==> src/rtl/alu_sequencer.sv <==
// Command front-end for an 8-bit registered accumulator ALU: queues operations, issues one
// at a time, captures each result and blocks divide-by-zero.
module alu_sequencer #(
  parameter int unsigned DEPTH = 4
) (
  input  logic                     clk,
  input  logic                     rst_n,
  input  logic                     in_valid,
  output logic                     in_ready,
  input  logic [3:0]               in_op,
  input  logic [7:0]               in_a,
  input  logic [7:0]               in_b,
  output logic [7:0]               alu_a,
  output logic [7:0]               alu_b,
  output logic [3:0]               alu_sel,
  input  logic [7:0]               alu_result,
  output logic                     res_valid,
  input  logic                     res_ready,
  output logic [7:0]               res_data,
  output logic                     res_div0,
  output logic [$clog2(DEPTH):0]   fifo_level
);

  localparam int unsigned PtrW = $clog2(DEPTH);
  localparam int unsigned LvlW = PtrW + 1;
  localparam logic [LvlW-1:0] Full = LvlW'(DEPTH);

  localparam logic [3:0] OpClr = 4'b0000;
  localparam logic [3:0] OpDiv = 4'b0011;
  localparam logic [3:0] OpNop = 4'b0100;

  typedef enum logic [2:0] {
    StInit,
    StIdle,
    StExec,
    StCapt,
    StHold
  } state_e;

  state_e            state_q, state_d;
  logic [PtrW-1:0]   wr_ptr_q, wr_ptr_d;
  logic [PtrW-1:0]   rd_ptr_q, rd_ptr_d;
  logic [LvlW-1:0]   fifo_level_q, fifo_level_d;
  logic [7:0]        alu_a_q, alu_a_d;
  logic [7:0]        alu_b_q, alu_b_d;
  logic [3:0]        alu_sel_q, alu_sel_d;
  logic              dz_q, dz_d;
  logic              res_valid_q, res_valid_d;
  logic [7:0]        res_data_q, res_data_d;
  logic              res_div0_q, res_div0_d;

  // Entry layout: {op, a, b}
  logic [19:0]       mem_q [DEPTH];
  logic [19:0]       head;
  logic              push;
  logic              pop;
  logic              fifo_empty;

  assign in_ready   = (fifo_level_q < Full);
  assign push       = in_valid && in_ready;
  assign fifo_empty = (fifo_level_q == '0);
  assign head       = mem_q[rd_ptr_q];

  always_comb begin
    state_d      = state_q;
    wr_ptr_d     = wr_ptr_q;
    rd_ptr_d     = rd_ptr_q;
    fifo_level_d = fifo_level_q;
    dz_d         = dz_q;
    res_valid_d  = res_valid_q;
    res_data_d   = res_data_q;
    res_div0_d   = res_div0_q;
    pop          = 1'b0;
    // The ALU updates on every edge, so anything other than an issued op must be Acc + 0.
    alu_sel_d    = OpNop;
    alu_a_d      = 8'h00;
    alu_b_d      = 8'h00;

    case (state_q)
      StInit: state_d = StIdle;
      StIdle: begin
        if (!fifo_empty) pop = 1'b1;
      end
      StExec: state_d = StCapt;
      StCapt: begin
        res_data_d  = dz_q ? 8'hFF : alu_result;
        res_div0_d  = dz_q;
        res_valid_d = 1'b1;
        state_d     = StHold;
      end
      StHold: begin
        if (res_ready) begin
          res_valid_d = 1'b0;
          if (!fifo_empty) begin
            pop = 1'b1;
          end else begin
            state_d = StIdle;
          end
        end
      end
      default: state_d = StIdle;
    endcase

    if (pop) begin
      rd_ptr_d = rd_ptr_q + PtrW'(1);
      state_d  = StExec;
      dz_d     = (head[19:16] == OpDiv) && (head[7:0] == 8'h00);
      // A blocked divide keeps the NOP issued so the accumulator is left untouched.
      if (!dz_d) begin
        alu_sel_d = head[19:16];
        alu_a_d   = head[15:8];
        alu_b_d   = head[7:0];
      end
    end

    if (push) wr_ptr_d = wr_ptr_q + PtrW'(1);

    unique case ({push, pop})
      2'b10:   fifo_level_d = fifo_level_q + LvlW'(1);
      2'b01:   fifo_level_d = fifo_level_q - LvlW'(1);
      default: fifo_level_d = fifo_level_q;
    endcase
  end

  always_ff @(posedge clk or negedge rst_n) begin
    if (!rst_n) begin
      state_q      <= StInit;
      wr_ptr_q     <= '0;
      rd_ptr_q     <= '0;
      fifo_level_q <= '0;
      alu_sel_q    <= OpClr;
      alu_a_q      <= 8'h00;
      alu_b_q      <= 8'h00;
      dz_q         <= 1'b0;
      res_valid_q  <= 1'b0;
      res_data_q   <= 8'h00;
      res_div0_q   <= 1'b0;
    end else begin
      state_q      <= state_d;
      wr_ptr_q     <= wr_ptr_d;
      rd_ptr_q     <= rd_ptr_d;
      fifo_level_q <= fifo_level_d;
      alu_sel_q    <= alu_sel_d;
      alu_a_q      <= alu_a_d;
      alu_b_q      <= alu_b_d;
      dz_q         <= dz_d;
      res_valid_q  <= res_valid_d;
      res_data_q   <= res_data_d;
      res_div0_q   <= res_div0_d;
    end
  end

  // Storage needs no reset: the pointers define which entries are live.
  always_ff @(posedge clk) begin
    if (push) mem_q[wr_ptr_q] <= {in_op, in_a, in_b};
  end

  assign alu_a      = alu_a_q;
  assign alu_b      = alu_b_q;
  assign alu_sel    = alu_sel_q;
  assign res_valid  = res_valid_q;
  assign res_data   = res_data_q;
  assign res_div0   = res_div0_q;
  assign fifo_level = fifo_level_q;

endmodule

==> config.mk <==
export PLATFORM = sky130hd
export DESIGN_NAME = alu_sequencer
export DESIGN_NICKNAME = d
export VERILOG_FILES = /design/src/rtl/alu_sequencer.sv
export SDC_FILE = /design/constraint.sdc
export NUM_CORES = 1
export LEC_CHECK = 0
export CAP_MARGIN = 20
export CORE_UTILIZATION = 35
export DETAILED_ROUTE_END_ITERATION = 16
export GPL_TIMING_DRIVEN = 0
export REMOVE_ABC_BUFFERS = 1
export SLEW_MARGIN = 25
export SYNTH_ARGS = -nofsm -noshare
export SYNTH_HDL_FRONTEND = slang
export SYNTH_SLANG_ARGS = --single-unit
==> constraint.sdc <==
create_clock -name clk -period 3.3 [get_ports clk]
set_input_delay 0.33 -clock clk [delete_from_list [all_inputs] [get_ports clk]]
set_output_delay 0.33 -clock clk [all_outputs]
set_load 0.005 [all_outputs]
# Word level (Yosys, flattened, before mapping)
# Memory sizes are Yosys's and may differ from the RTL's.
# Cells that the tools add are included.
word_totals:
  n_memories: 1
  reg_bits: 41
  mem_bits_rw: 80
  word_cells: 55
op_classes:
  order_cmp: 1
  muxes: 19
  add_sub_neg: 4
  reduce_logical: 8
  eq_ne: 11
mem_list:
  columns: ["memory", "depth", "word_bits", "rd", "rd_ports_with_merged_regs", "write_ports", "line", "text"]
  rows:
  - ["mem_q", 4, 20, 1, 0, 1, "53", "logic [19:0] mem_q [DEPTH];"]
op_table:
  columns: ["cell", "count"]
  rows:
  - ["8-bit two-way mux", 5]
  - ["3-bit one-hot mux with 4 select lines", 1]
  - ["3-bit two-way mux", 3]
  - ["8-bit zero test", 1]
  - ["4-bit two-way mux", 2]
  - ["3-bit by 2-bit == test with 1-bit output (second input constant)", 2]
  - ["3-bit inequality test (second input constant)", 2]
  - ["3-bit one-hot mux with 2 select lines", 1]
  - ["1-bit two-way mux", 5]
  - ["2-bit by 1-bit adder with 2-bit output (second input constant)", 2]
  - ["4-bit by 2-bit == test with 1-bit output (second input constant)", 1]
  - ["2-bit inequality test (second input constant)", 2]
  - ["1-bit one-hot mux with 2 select lines", 2]
  - ["2-bit nonzero test", 2]
  - ["3-bit by 1-bit adder with 3-bit output (second input constant)", 1]
  - ["3-bit by 1-bit == test with 1-bit output (second input constant)", 1]
  - ["3-bit == test (second input constant)", 1]
  - ["3-bit zero test", 1]
  - ["3-bit < comparator (second input constant)", 1]
  - ["3-bit AND reduction", 1]
  - ["3-bit by 1-bit subtractor with 3-bit output (second input constant)", 1]
  - ["2-bit by 1-bit == test with 1-bit output (second input constant)", 1]
  - ["2-bit == test (second input constant)", 1]
  - ["1-bit logical AND", 2]
  - ["2-bit AND reduction", 1]

# Logic depth before layout (Yosys ltp)
# Gate-level depths: netlist of run 1.
depth:
  depth_word: 6
  mapped_depth: 10
  mapped_depth_nobuf: 8

# Worst setup path after synthesis of run 1
# Ideal clock, no wire load.
synth_path:
  path_kind: "register to register"
  startpoint: "reg state_q[2]"
  endpoint: "reg fifo_level_q[2] (netlist: fifo_level[2])"
  t_arrival_ns: 2.266
  path_stages_with_launch: 11
  period_less_slack_ns: 2.346
  setup_slack_ns: 0.954
  n_path_buf: 2
  cell_sequence: "dfrtp_1 clkbuf_1 nand3b_1 a211oi_1 clkbuf_1 ha_1 inv_1 fa_1 xor2_1 nor2_1 xnor2_1"
synth_between:
  elab_chain_cells: 4
  word_cells_on_any_way: 7
  classes_between: "eq/ne (4); mux (2); reduce/logical (1)"
synth_lines:
  columns: ["element", "line", "text"]
  rows:
  - ["from (decl)", "40", "state_e state_q, state_d;"]
  - ["from (signal assigned)", "127", "state_q <= StInit;"]
  - ["from (signal assigned)", "139", "state_q <= state_d;"]
  - ["3-bit == test or 3-bit by 1-bit == test with 1-bit output (tied branches)", "79", "case (state_q)"]
  - ["1-bit one-hot mux with 2 select lines *", "79", null]
  - ["named net pop", "56", "logic pop;"]
  - ["2-bit by 1-bit == test with 1-bit output or 2-bit == test (tied branches)", "118", "unique case ({push, pop})"]
  - ["3-bit one-hot mux with 2 select lines or 2-bit nonzero test (tied branches)", null, null]
  - ["to (signal assigned)", "142", "fifo_level_q <= fifo_level_d;"]
  - ["to (decl)", "43", "logic [LvlW-1:0] fifo_level_q, fifo_level_d;"]
# Mark *: on every way through the listed nets, which the timed path passes. The rest lies on a longest branch.
# A chain may end at the register's enable or synchronous reset.

# Worst setup path in the final report of run 1
layout_path:
  startpoint: "reg rd_ptr_q[0]"
  endpoint: "reg alu_a_q[5] (netlist: alu_a[5])"
layout_between:
  elab_chain_cells: 5
  word_cells_on_any_way: 6
  classes_between: "eq/ne (1); mux (2); reduce/logical (2); memory (1)"
layout_lines:
  columns: ["element", "line", "text"]
  rows:
  - ["from (decl)", "42", "logic [PtrW-1:0] rd_ptr_q, rd_ptr_d;"]
  - ["from (signal assigned)", "141", "rd_ptr_q <= rd_ptr_d;"]
  - ["memory read 4 x 20 bit *", null, null]
  - ["4-bit by 2-bit == test with 1-bit output or 8-bit zero test (tied branches)", "107", "dz_d = (head[19:16] == OpDiv) && (head[7:0] == 8'h00);"]
  - ["1-bit logical AND", "107", null]
  - ["8-bit two-way mux *", "109", "if (!dz_d) begin"]
  - ["8-bit two-way mux *", "104", "if (pop) begin"]
  - ["named net alu_a_d[5]", "44", "logic [7:0] alu_a_q, alu_a_d;"]
  - ["to (signal assigned)", "144", "alu_a_q <= alu_a_d;"]
  - ["to (decl)", "44", null]
# Marks and branches as above.

==> results of run 1 <==
## worst max-delay path, cell delays in order (launching register included)
cell	delay, ns
dfrtp_2	0.86
mux4_1	0.70
nor4b_2	0.32
nand3_2	0.33
and3_1	0.31
## cell families (layout without fill, tap and decap cells)
| group | after synthesis | count (layout) | synth area share, % |
|---|---|---|---|
| AOI/OAI and AO/OA | 16 | 16 | 1.85 |
| muxes | 22 | 22 | 10.5 |
| and+or+nand+nor | 63 | 63 | 8.01 |
| DFF | 121 | 121 | 74.6 |
| buffers and inverters | 21 | 109 | 2.07 |
| xor gates and xnor gates | 6 | 6 | 1.14 |
| adders and majority gates | 6 | 6 | 1.80 |
## cell type report
class | count | area, sq um
fill | 1106 | 6670
multi-input combinational | 113 | 1090
clock buffer | 19 | 443
sequential | 121 | 3430
tap | 172 | 215
clock inverter | 13 | 153
inverter | 9 | 33.8
timing repair buffer | 68 | 691
## cell usage after synthesis (4+ instances only)
master / n
edfxtp_1: 80
nand3b_1: 4
inv_1: 9
ha_1: 5
clkbuf_1: 8
dfrtp_1: 41
xnor2_1: 4
o21ai_0: 8
mux4_2: 17
and3_1: 10
nand2_1: 15
and2_1: 13
nor2_1: 10
## stage by stage
stage / TNS (ns) / util (%) / cell area [sq um] / hold slack [ns]
floorplan: 0 / - / 4530 / 0.0344
detailed placement: 0 / 42.8 / 5450 / 0.251
finish: 0 / 47.6 / 6050 / 0.363
global placement: -12.05 / 42.4 / 5400 / 0.463
global route: 0 / 47.6 / 6050 / 0.405
CTS: 0 / 47.6 / 6050 / 0.353
## routing by layer
layer	up-vias	GRT usage [%]	routed length, um
li1	1106	-	-
met3	9	4.46	415
met5	-	0	0
met2	61	23.3	4350
met4	0	5.06	81
met1	1212	16.3	3680
## sequential cells by signal (all words and copies together), names as in the netlist
register    flops
alu_b           8
rd_ptr_q        2
mem_q          80
state_q         3
alu_sel         4
fifo_level      3
res_div0        1
res_data        8
res_valid       1
dz_q            1
wr_ptr_q        2
alu_a           8
## power breakdown
group	switching [mW]	total, mW	internal [mW]	leakage (nW)
logic	0.615	1.51	0.895	0.725
registers	0.302	2.32	2.01	1.25
clock network	0.627	1.83	1.20	0.285
## cells in the final DEF, fill, tap and decap left out, types with 3 or more instances in the layout
cell type / count
bufinv_16: 3
mux4_2: 17
and2_2: 4
clkinv_1: 3
and3_1: 10
inv_1: 9
nor2_1: 10
xnor2_1: 4
mux4_1: 3
nor3_1: 3
clkbuf_16: 17
a21oi_1: 3
and2_1: 9
edfxtp_1: 80
clkinv_4: 3
nand3b_1: 4
clkdlybuf4s50_1: 64
o21ai_0: 8
dfrtp_1: 40
ha_1: 5
nand2_1: 15
## worst min-delay path by stage
stage,start,to,slack [ns]
6_report,rst_n,state_q[0]$_DFFE_PN0P_,0.36
5_1_grt,rst_n,state_q[0]$_DFFE_PN0P_,0.40
4_1_cts,rst_n,state_q[0]$_DFFE_PN0P_,0.35
3_5_place_dp,rst_n,fifo_level[0]$_DFFE_PN0P_,0.25
3_3_place_gp,res_data[5]$_DFFE_PN0P_,res_data[5]$_DFFE_PN0P_,0.46
2_1_floorplan,rst_n,alu_a[0]$_DFF_PN0_,0.03
==> metrics.md, run 1 <==
| Metric | Value |
|---|---|
| Run status | finished, final reports clean |
| FFs w/ async S/R, synth | around a third |
| Avg Inst Size Synth | 18.0 sq um |
| Setup crit start kind | flop |
| First-pass GRT wire length | 13200 um |
| DR iter-0 viols | approximately 130 |
| Post-CTS Resized | 0 |
| Final Setup Violations | 0 |
| FF+latch count, synth | 121 |
| Worst setup path start | rd_ptr_q[0]$_DFFE_PN0P_ |
| Die W | 117 um |
| Yosys top cell by area | edfxtp_1 |
| Clock Pin Slew Worst Setup and Hold Paths | 0.06 ns |
| Routed WL | around 8500 um |
| Post-synthesis instance area | between 4000 and 5000 sq um |
| Worst-Margin Slew | 1.04 ns |
| Number of synthesized flops with an enable pin | 80 |
| Area grow syn2layout | 31.8% |
| Worst R2R Path Depth | 4 |
| Worst clock skew | 0.00869 ns |
| Post-synth cell types | 34 |
| Min Tclk post-route | 2.64 ns |
| Total power | approximately 5.7 mW |
| Placer congestion estimate | 0.725 |
| Final Hold Fails | 0 |
| Placed Cells | 482 |
| DR pass1 iterations | 4 |
| Worst-path maximum fanout | 22 |
| Port Buffer Count | 65 |
| Ports | 66 |
| Antenna violations before repair | 0 |
| CTS Hold Bufs | 1 |
| Max-cap violations | 0 |
| Period utilization | 79.9% |
| Vias | 2388 |
| Share of cells above drive strength 1 | 16.9% |
| Clock Sink Count | 121 |
| Final #Nets | approximately 370 |
| Inserted Diodes | 0 |
| Largest net degree at the start of global routing | 30 |
| Drt wl/cell | approximately 17 um |
| # H-tree levels | 4 |
| Die Ht | 117 um |
| Die area | roughly 14000 sq um |
| Relative slew slack | 30.5% |
| Final std cells w/o fill | 515 |
| Post-CTS Setup Repair Bufs | 0 |
| Core area | 12700 sq um |
| RR Endpoint | alu_a[5]$_DFF_PN0_ |
| Total CTS buffers | 17 |
| RSZ-0062 raised after global routing | no |
| Synthesized instance count | 255 |
| Starting Density | between 30% and 40% |
| Most used DFF post-synth | edfxtp_1 |
| Critical Path RT | 3.58 ns |
| Grt ovf | 0 |
| Worst VDD drop | 0.000396 V |
| Worst Setup Path Type | flop to flop |
| Via/cell ratio | 4.64 |
| Row cnt | 41 |
| Max Fclk | 0.379 GHz |
| Vias in the first global route | 2461 |
| Worst r2r src | rd_ptr_q[0]$_DFFE_PN0P_ |
| Reg2Reg Setup Slack | 0.66 ns |
| Final setup margin | 0.662 ns |
| Power per cell area | between 900 and 1000 nW/um^2 |
| Post-route DRC violation count | 0 |
| Register area share after synthesis | 74.6% |
| CP endpoint kind | flop |
| Max-slew violations | 0 |
| CTS Buffer Depth | 2 |
| Final ANT Viol Nets | 0 |
| Skew-Pair Late Insertion Delay | 0.40 ns |
| Worst slack at placement | 0.559 ns |
| Dpl hpwl | 5200 um |
| Yosys warns | 0 |
| Clock root buffer | clkbuf_16 |
| CTS tree | built |
| GRT Resource Usage Total | 13.7% |
| Leakage power | 2.26 nW |
| Post-synth top area share | 52.3% |
| Critical path arrival | 2.92 ns |
| CP Capture Point | alu_a[5]$_DFF_PN0_ |
| Hold crit path type | primary input to asynchronous set/reset pin |
| Synth top area cells | edfxtp_1 (52%), dfrtp_1 (22%), mux4_2 (8.3%) |
(Power assumes the default switching activity.)
==> run 2: changes to the inputs <==
clock period = 2.3 ns   (was 3.3 ns; I/O delays follow)
==> run 2 against run 1 <==
  * Combinational power grew 61%
  * First-iteration DRC count is 15% lower
  * Via count up 3.0%
==> metrics.md, run 2 (synthesized netlist as in run 1, its figures left out) <==
| Metric | Value |
|---|---|
| Final Hold Fails | 0 (unchanged) |
| Antenna violations before repair | 0 (unchanged) |
| Met2 GRT Util | 23.4% (+0.12 points) |
| Final #Nets | 376 (+2.2%) |
| Final std cells w/o fill | 523 (+1.6%) |
| Die Ht | 117 um (unchanged) |
| CTS tree | built |
| Grt ovf | 0 (unchanged) |
| Routed WL | 8780 um (+3.0%) |
| Vias | 2459 (+3.0%) |
| Ports | 66 (unchanged) |
| Total negative slack | 0 ns (unchanged) |
| Most frequent cells in the layout | edfxtp_1 (80), clkdlybuf4s50_1 (64), dfrtp_1 (39) |
| RSZ-0062 raised after global routing | no |
| Skew-Pair Late Insertion Delay | 0.40 ns (about the same) |
| Period utilization | 94.9% (+15 points) |
| Min Tclk post-route | 2.18 ns (-0.456 ns) |
| Clock root buffer | clkbuf_16 |
| Worst clock skew | 0.00773 ns (-0.000963 ns) |
| Final ANT Viol Nets | 0 (unchanged) |
| Port Buffer Count | 65 (unchanged) |
| Die area | 13600 sq um (unchanged) |
| Die W | 117 um (unchanged) |
| CTS Buffer Depth | 2 (unchanged) |
| Top Usage Layer GRT | met2 |
| Drt wl/cell | 16.8 um (+1.4%) |
| M1 GR Usage | 16.4% (+0.098 points) |
| M3 GR Usage | 4.46% (unchanged) |
| Critical Path RT | 2.58 ns (-1.00 ns) |
| Total CTS buffers | 17 (unchanged) |
| Via/cell ratio | 4.70 (+1.4%) |
| Area grow syn2layout | 34.2% |
| Post-route cell area | 6160 sq um (+1.9%) |
| Most common cell after layout, fill and taps aside | edfxtp_1 |
| Largest register by flop count | mem_q |
| Starting Density | 36.1% (unchanged) |
| Row cnt | 41 (unchanged) |
| Vias in the first global route | 2480 (+0.77%) |
| Run status | finished, final reports clean |
| Dpl hpwl | 5200 um (unchanged) |
| Clock Sink Count | 121 (unchanged) |
| DR pass1 iterations | 4 (unchanged) |
| Max Fclk | 0.458 GHz (+21%) |
| Setup crit start kind | flop |
| First-pass GRT wire length | 13300 um (+0.52%) |
| Worst VDD drop | 0.000574 V (+45%) |
| Power per cell area | 1350 nW/um^2 (+44%) |
| Leakage power | 2.30 nW (+2.0%) |
| Max reg flops | 80 (unchanged) |
| Post-route DRC violation count | 0 (unchanged) |
| Final Setup Violations | 0 (unchanged) |
| Max-cap violations | 0 (unchanged) |
| Final Util | 48.5% (+0.89 points) |
| CP endpoint kind | flop |
| Relative slew slack | 57.5% (+27 points) |
| Max-slew violations | 0 (unchanged) |
| Worst-path maximum fanout | 7 (-68%) |
| # H-tree levels | 4 (unchanged) |
| Worst Setup Path Type | flop to flop |
| DR iter-0 viols | 114 (-15%) |
| Hold crit path type | primary input to asynchronous set/reset pin |
| Core area | 12700 sq um (unchanged) |
| Inserted Diodes | 0 (unchanged) |
| Worst-Margin Slew | 0.632 ns (-0.411 ns) |
| Largest net degree at the start of global routing | 30 (unchanged) |
| Critical path arrival | 2.46 ns (-0.46 ns) |
| Share of cells above drive strength 1 | 19.1% (+2.2 points) |
| Placed Cells | 482 (unchanged) |
| Placed inst area | 5450 sq um (unchanged) |
| GRT Resource Usage Total | 13.8% (+0.067 points) |
| Clock Pin Slew Worst Setup and Hold Paths | 0.06 ns (about the same) |
| Placer congestion estimate | 0.725 (unchanged) |
==> run 2: changes by cell type in the layout (fill, tap and decap cells not counted), sizes merged <==
cell	delta
buf	+7
nand3	+1
==> run 2: critical path, cell delays in order (launching register included) <==
cell     delay, ns
dfrtp_4       0.50
buf_6         0.18
mux4_2        0.55
nor4b_4       0.26
buf_4         0.19
nand3_4       0.13
and3_1        0.24
==> run 2: area by class of cell <==
class / instances / area (sq um)
fillers: 1093 / 6560
clock inverters: 13 / 153
clock buffers: 19 / 443
repair buffers: 75 / 754
inverters: 9 / 33.8
flip-flops and latches: 121 / 3440
multi-input cells: 114 / 1130
well taps: 172 / 215
==> run 2: worst paths after layout <==
kind                                    startpoint                       to  slack, ns  cells after the start
max                        rd_ptr_q[0]$_DFFE_PN0P_       alu_a[5]$_DFF_PN0_       0.12                      6
min                                          rst_n   state_q[0]$_DFFE_PN0P_       0.26                      2
max reg2reg                rd_ptr_q[0]$_DFFE_PN0P_       alu_a[5]$_DFF_PN0_       0.12                      6
min reg2reg                   res_div0$_DFFE_PN0P_     res_div0$_DFFE_PN0P_       0.48                      2
max in group asynchronous                    rst_n  rd_ptr_q[0]$_DFFE_PN0P_       1.55                      3
min in group clk                     alu_result[0]  res_data[0]$_DFFE_PN0P_       0.43                      3
==> run 2: layer usage <==
metal	share of wire (%)	wire [um]	up-vias
met5	0	0	-
met4	1.1	99	0
met3	5.4	470	10
met2	51	4490	68
met1	42	3720	1256
li1	-	-	1125
==> run 2: what timing repair did <==
action / CTS / global route
cloned: 0 / 1
hold buffers: 1 / 0
gates resized for setup: 3 / 5
endpoints found under the setup margin: 13 / 2
endpoints found under the hold margin: 12 / 0
setup buffers: 2 / 5
pin swaps: 1 / 4
==> run 2: through the flow <==
step,hold slack (ns),total power [mW],worst slack [ns]
2_1_floorplan,-0.0656,4.43,-0.604
3_3_place_gp,0.463,5.45,-2.20
3_5_place_dp,0.151,5.59,-0.433
4_1_cts,0.253,8.29,0.0180
5_1_grt,0.305,8.77,0.0237
6_report,0.263,8.30,0.118
==> run 2: power by group <==
part	internal, mW	switching, mW
Clock	1.72	0.897
Combinational	1.38	1.05
Sequential	2.90	0.354
==> run 3: changes to the inputs <==
CTS_BUF_LIST = sky130_fd_sc_hd__clkbuf_4   (was not set)
==> run 3 against run 2 <==
  * Setup slack worse by 0.053 ns
  * Critical path depth fell by 1
  * Total power down 13%
  * Utilization fell by 2.4 points
  * Die area unchanged
  * Worst hold slack got worse by 0.11 ns
  * Count of clock-buffer cells in the layout decreased by 1
  * Fmax decreased by 2.4%
  * Clock skew increased by 0.0041 ns
  * Critical endpoint unchanged
  * Largest cell class unchanged
==> metrics.md, run 3 (synthesized netlist as in run 1, its figures left out) <==
| Metric | Value |
|---|---|
| Power per cell area | 1230 nW/um^2 (-8.9%) |
| Row cnt | 41 (unchanged) |
| Most common cell after layout, fill and taps aside | edfxtp_1 |
| Final Setup Violations | 0 (unchanged) |
| Flop pwr share | 44.8% (+5.6 points) |
| Total power | 7.19 mW (-13%) |
| Leakage power | 2.17 nW (-5.7%) |
| Dpl hpwl | 5200 um (unchanged) |
| Min Tclk post-route | 2.23 ns (+0.0526 ns) |
| Hold_ws | 0.152 ns (-0.110 ns) |
| Switch share | 29.9% (+2.3 points) |
| Max stage delay on crit path | 0.62 ns (+0.07 ns) |
| Final Hold Fails | 0 (unchanged) |
| Worst clock skew | 0.0119 ns (+0.00414 ns) |
| Ports | 66 (unchanged) |
| Port Buffer Count | 65 (unchanged) |
| Placer congestion estimate | 0.725 (unchanged) |
| Largest register by flop count | mem_q |
| P_sw | 2.15 mW (-6.3%) |
| Worst r2r src | rd_ptr_q[0]$_DFFE_PN0P_ |
| Worst slack at placement | -0.433 ns (unchanged) |
| Setup crit start kind | flop |
| Placed inst area | 5450 sq um (unchanged) |
| Antenna violations before repair | 0 (unchanged) |
| CP endpoint kind | flop |
| Worst VDD drop | 0.000331 V (-42%) |
| Vias in the first global route | 2474 (-0.24%) |
| Largest net degree at the start of global routing | 30 (unchanged) |
| Max-cap violations | 0 (unchanged) |
| Relative slew slack | 57.6% (about the same) |
| Post-route cell area | 5860 sq um (-4.9%) |
| Die area | 13600 sq um (unchanged) |
| Critical Path RT | 2.69 ns (+0.11 ns) |
| Starting Density | 36.1% (unchanged) |
| Critical path arrival | 2.62 ns (+0.16 ns) |
| First-pass GRT wire length | 13200 um (-0.68%) |
| Logic pwr share | 34.2% (+5.0 points) |
| Vias | 2463 (+0.16%) |
| RR Endpoint | alu_a[5]$_DFF_PN0_ |
| Hold crit path type | primary input to asynchronous set/reset pin |
| Core area | 12700 sq um (unchanged) |
| Worst-Margin Slew | 0.632 ns (-0.000262 ns) |
| Int Pwr | 5.04 mW (-16%) |
| Run status | finished, final reports clean |
| Inserted Diodes | 0 (unchanged) |
| Area grow syn2layout | 27.7% |
| Worst R2R Path Depth | 5 (-1) |
| CTS tree | built |
| Reg2Reg Setup Slack | 0.07 ns (-0.05 ns) |
| GRT Resource Usage Total | 13.8% (+0.020 points) |
| Max Fclk | 0.448 GHz (-2.4%) |
| Grt ovf | 0 (unchanged) |
| DR pass1 iterations | 4 (unchanged) |
| Clock power frac | 21.0% (-11 points) |
| Clock Pin Slew Worst Setup and Hold Paths | 0.10 ns (+0.04 ns) |
| Post-route DRC violation count | 0 (unchanged) |
| Final Util | 46.1% (-2.4 points) |
| Clock Sink Count | 121 (unchanged) |
| Routed WL | 8700 um (-1.0%) |
| # H-tree levels | 4 (unchanged) |
| Die Ht | 117 um (unchanged) |
| Worst-path maximum fanout | 6 (-1) |
| Final ANT Viol Nets | 0 (unchanged) |
| CTS Buffer Depth | 2 (unchanged) |
| Skew-Pair Late Insertion Delay | 0.50 ns (+0.10 ns) |
| Period utilization | 97.1% (+2.3 points) |
| Via/cell ratio | 4.70 (about the same) |
| Drt wl/cell | 16.6 um (-1.2%) |
| DR iter-0 viols | 141 (+24%) |
| Share of cells above drive strength 1 | 19.3% (+0.23 points) |
| Most frequent cells in the layout | edfxtp_1 (80), clkdlybuf4s50_1 (64), dfrtp_1 (39) |
| Final setup margin | 0.0657 ns (-0.0526 ns) |
| Worst Setup Path Type | flop to flop |
| Die W | 117 um (unchanged) |
| Final #Nets | 377 (+0.27%) |
| CP Cell Sequence | buf_4, mux4_1, nor4b_4, nand3_4, and3_1 |
| Total CTS buffers | 17 (unchanged) |
| CP max-delay cell | mux4_1 |
| Clock root buffer | clkbuf_4 |
| Max-slew violations | 0 (unchanged) |
| Max reg flops | 80 (unchanged) |
run 3: cell types whose count changed in the layout (fill, tap and decap cells not counted):
cell       delta
clkbuf_4     +18
clkbuf_16    -17
buf_4         +2
buf_6         -1
clkbuf_1      -1
clkbuf_8      -1
clkinv_1      +1
run 3: final cells by class:
| cell class | count | area [sq um] |
|---|---|---|
| Fill cell | 1135 | 6860 |
| Sequential cell | 121 | 3440 |
| Multi-Input combinational cell | 114 | 1130 |
| Timing Repair Buffer | 76 | 758 |
| Tap cell | 172 | 215 |
| Clock inverter | 14 | 156 |
| Clock buffer | 18 | 135 |
| Inverter | 9 | 33.8 |
run 3: stage by stage:
| stage | setup TNS [ns] | std cells |
|---|---|---|
| global placement | -54.48 | 480 |
| CTS | 0 | 517 |
| finish | 0 | 524 |
| global route | -0.0120 | 524 |
| detailed placement | -5.10 | 482 |
| floorplan | -2.85 | 243 |
run 3: worst max path at each step:
stage                                 start                   endpoint  slack, ns
global placement                  res_ready  fifo_level[2]$_DFFE_PN0P_      -2.20
finish              rd_ptr_q[0]$_DFFE_PN0P_         alu_a[5]$_DFF_PN0_       0.07
global route        rd_ptr_q[0]$_DFFE_PN0P_       alu_sel[1]$_DFF_PN0_      -0.01
detailed placement  rd_ptr_q[0]$_DFFE_PN0P_       alu_sel[1]$_DFF_PN0_      -0.43
floorplan            state_q[0]$_DFFE_PN0P_  fifo_level[2]$_DFFE_PN0P_      -0.60
CTS                 rd_ptr_q[0]$_DFFE_PN0P_       alu_sel[1]$_DFF_PN0_       0.01
run 3: repair_timing:
action | in CTS | in global routing
setup buffers | 2 | 6
pin swaps | 1 | 2
endpoints found under the hold margin | 41 | 0
hold buffers | 1 | 0
resized for setup | 3 | 4
endpoints found under the setup margin | 13 | 3
cloned | 0 | 1
run 3: power by group through the flow:
stage,Sequential (mW),Combinational (mW),Clock [mW]
final,3.22,2.46,1.51
after global routing,3.29,2.72,1.66
after CTS,3.28,2.33,1.56
after detailed placement,3.38,2.21,0
after global placement,3.35,2.10,0
after floorplan,3.27,1.16,0
run 3: routing by layer:
metal,wire length [um],part of all wire (%),track usage (%),up-vias
met4,149,1.7,6.58,0
li1,-,-,-,1128
met2,4440,51,23.4,65
met5,0,0,0,-
met3,419,4.8,4.10,13
met1,3690,42,16.2,1257
run 3: worst max-delay path: cells and delay by family (launching register included):
family | cells | cell delay (ns)
and+or+nand+nor | 3 | 0.93
buffers and inverters | 1 | 0.14
muxes | 1 | 0.62
DFF | 1 | 0.44
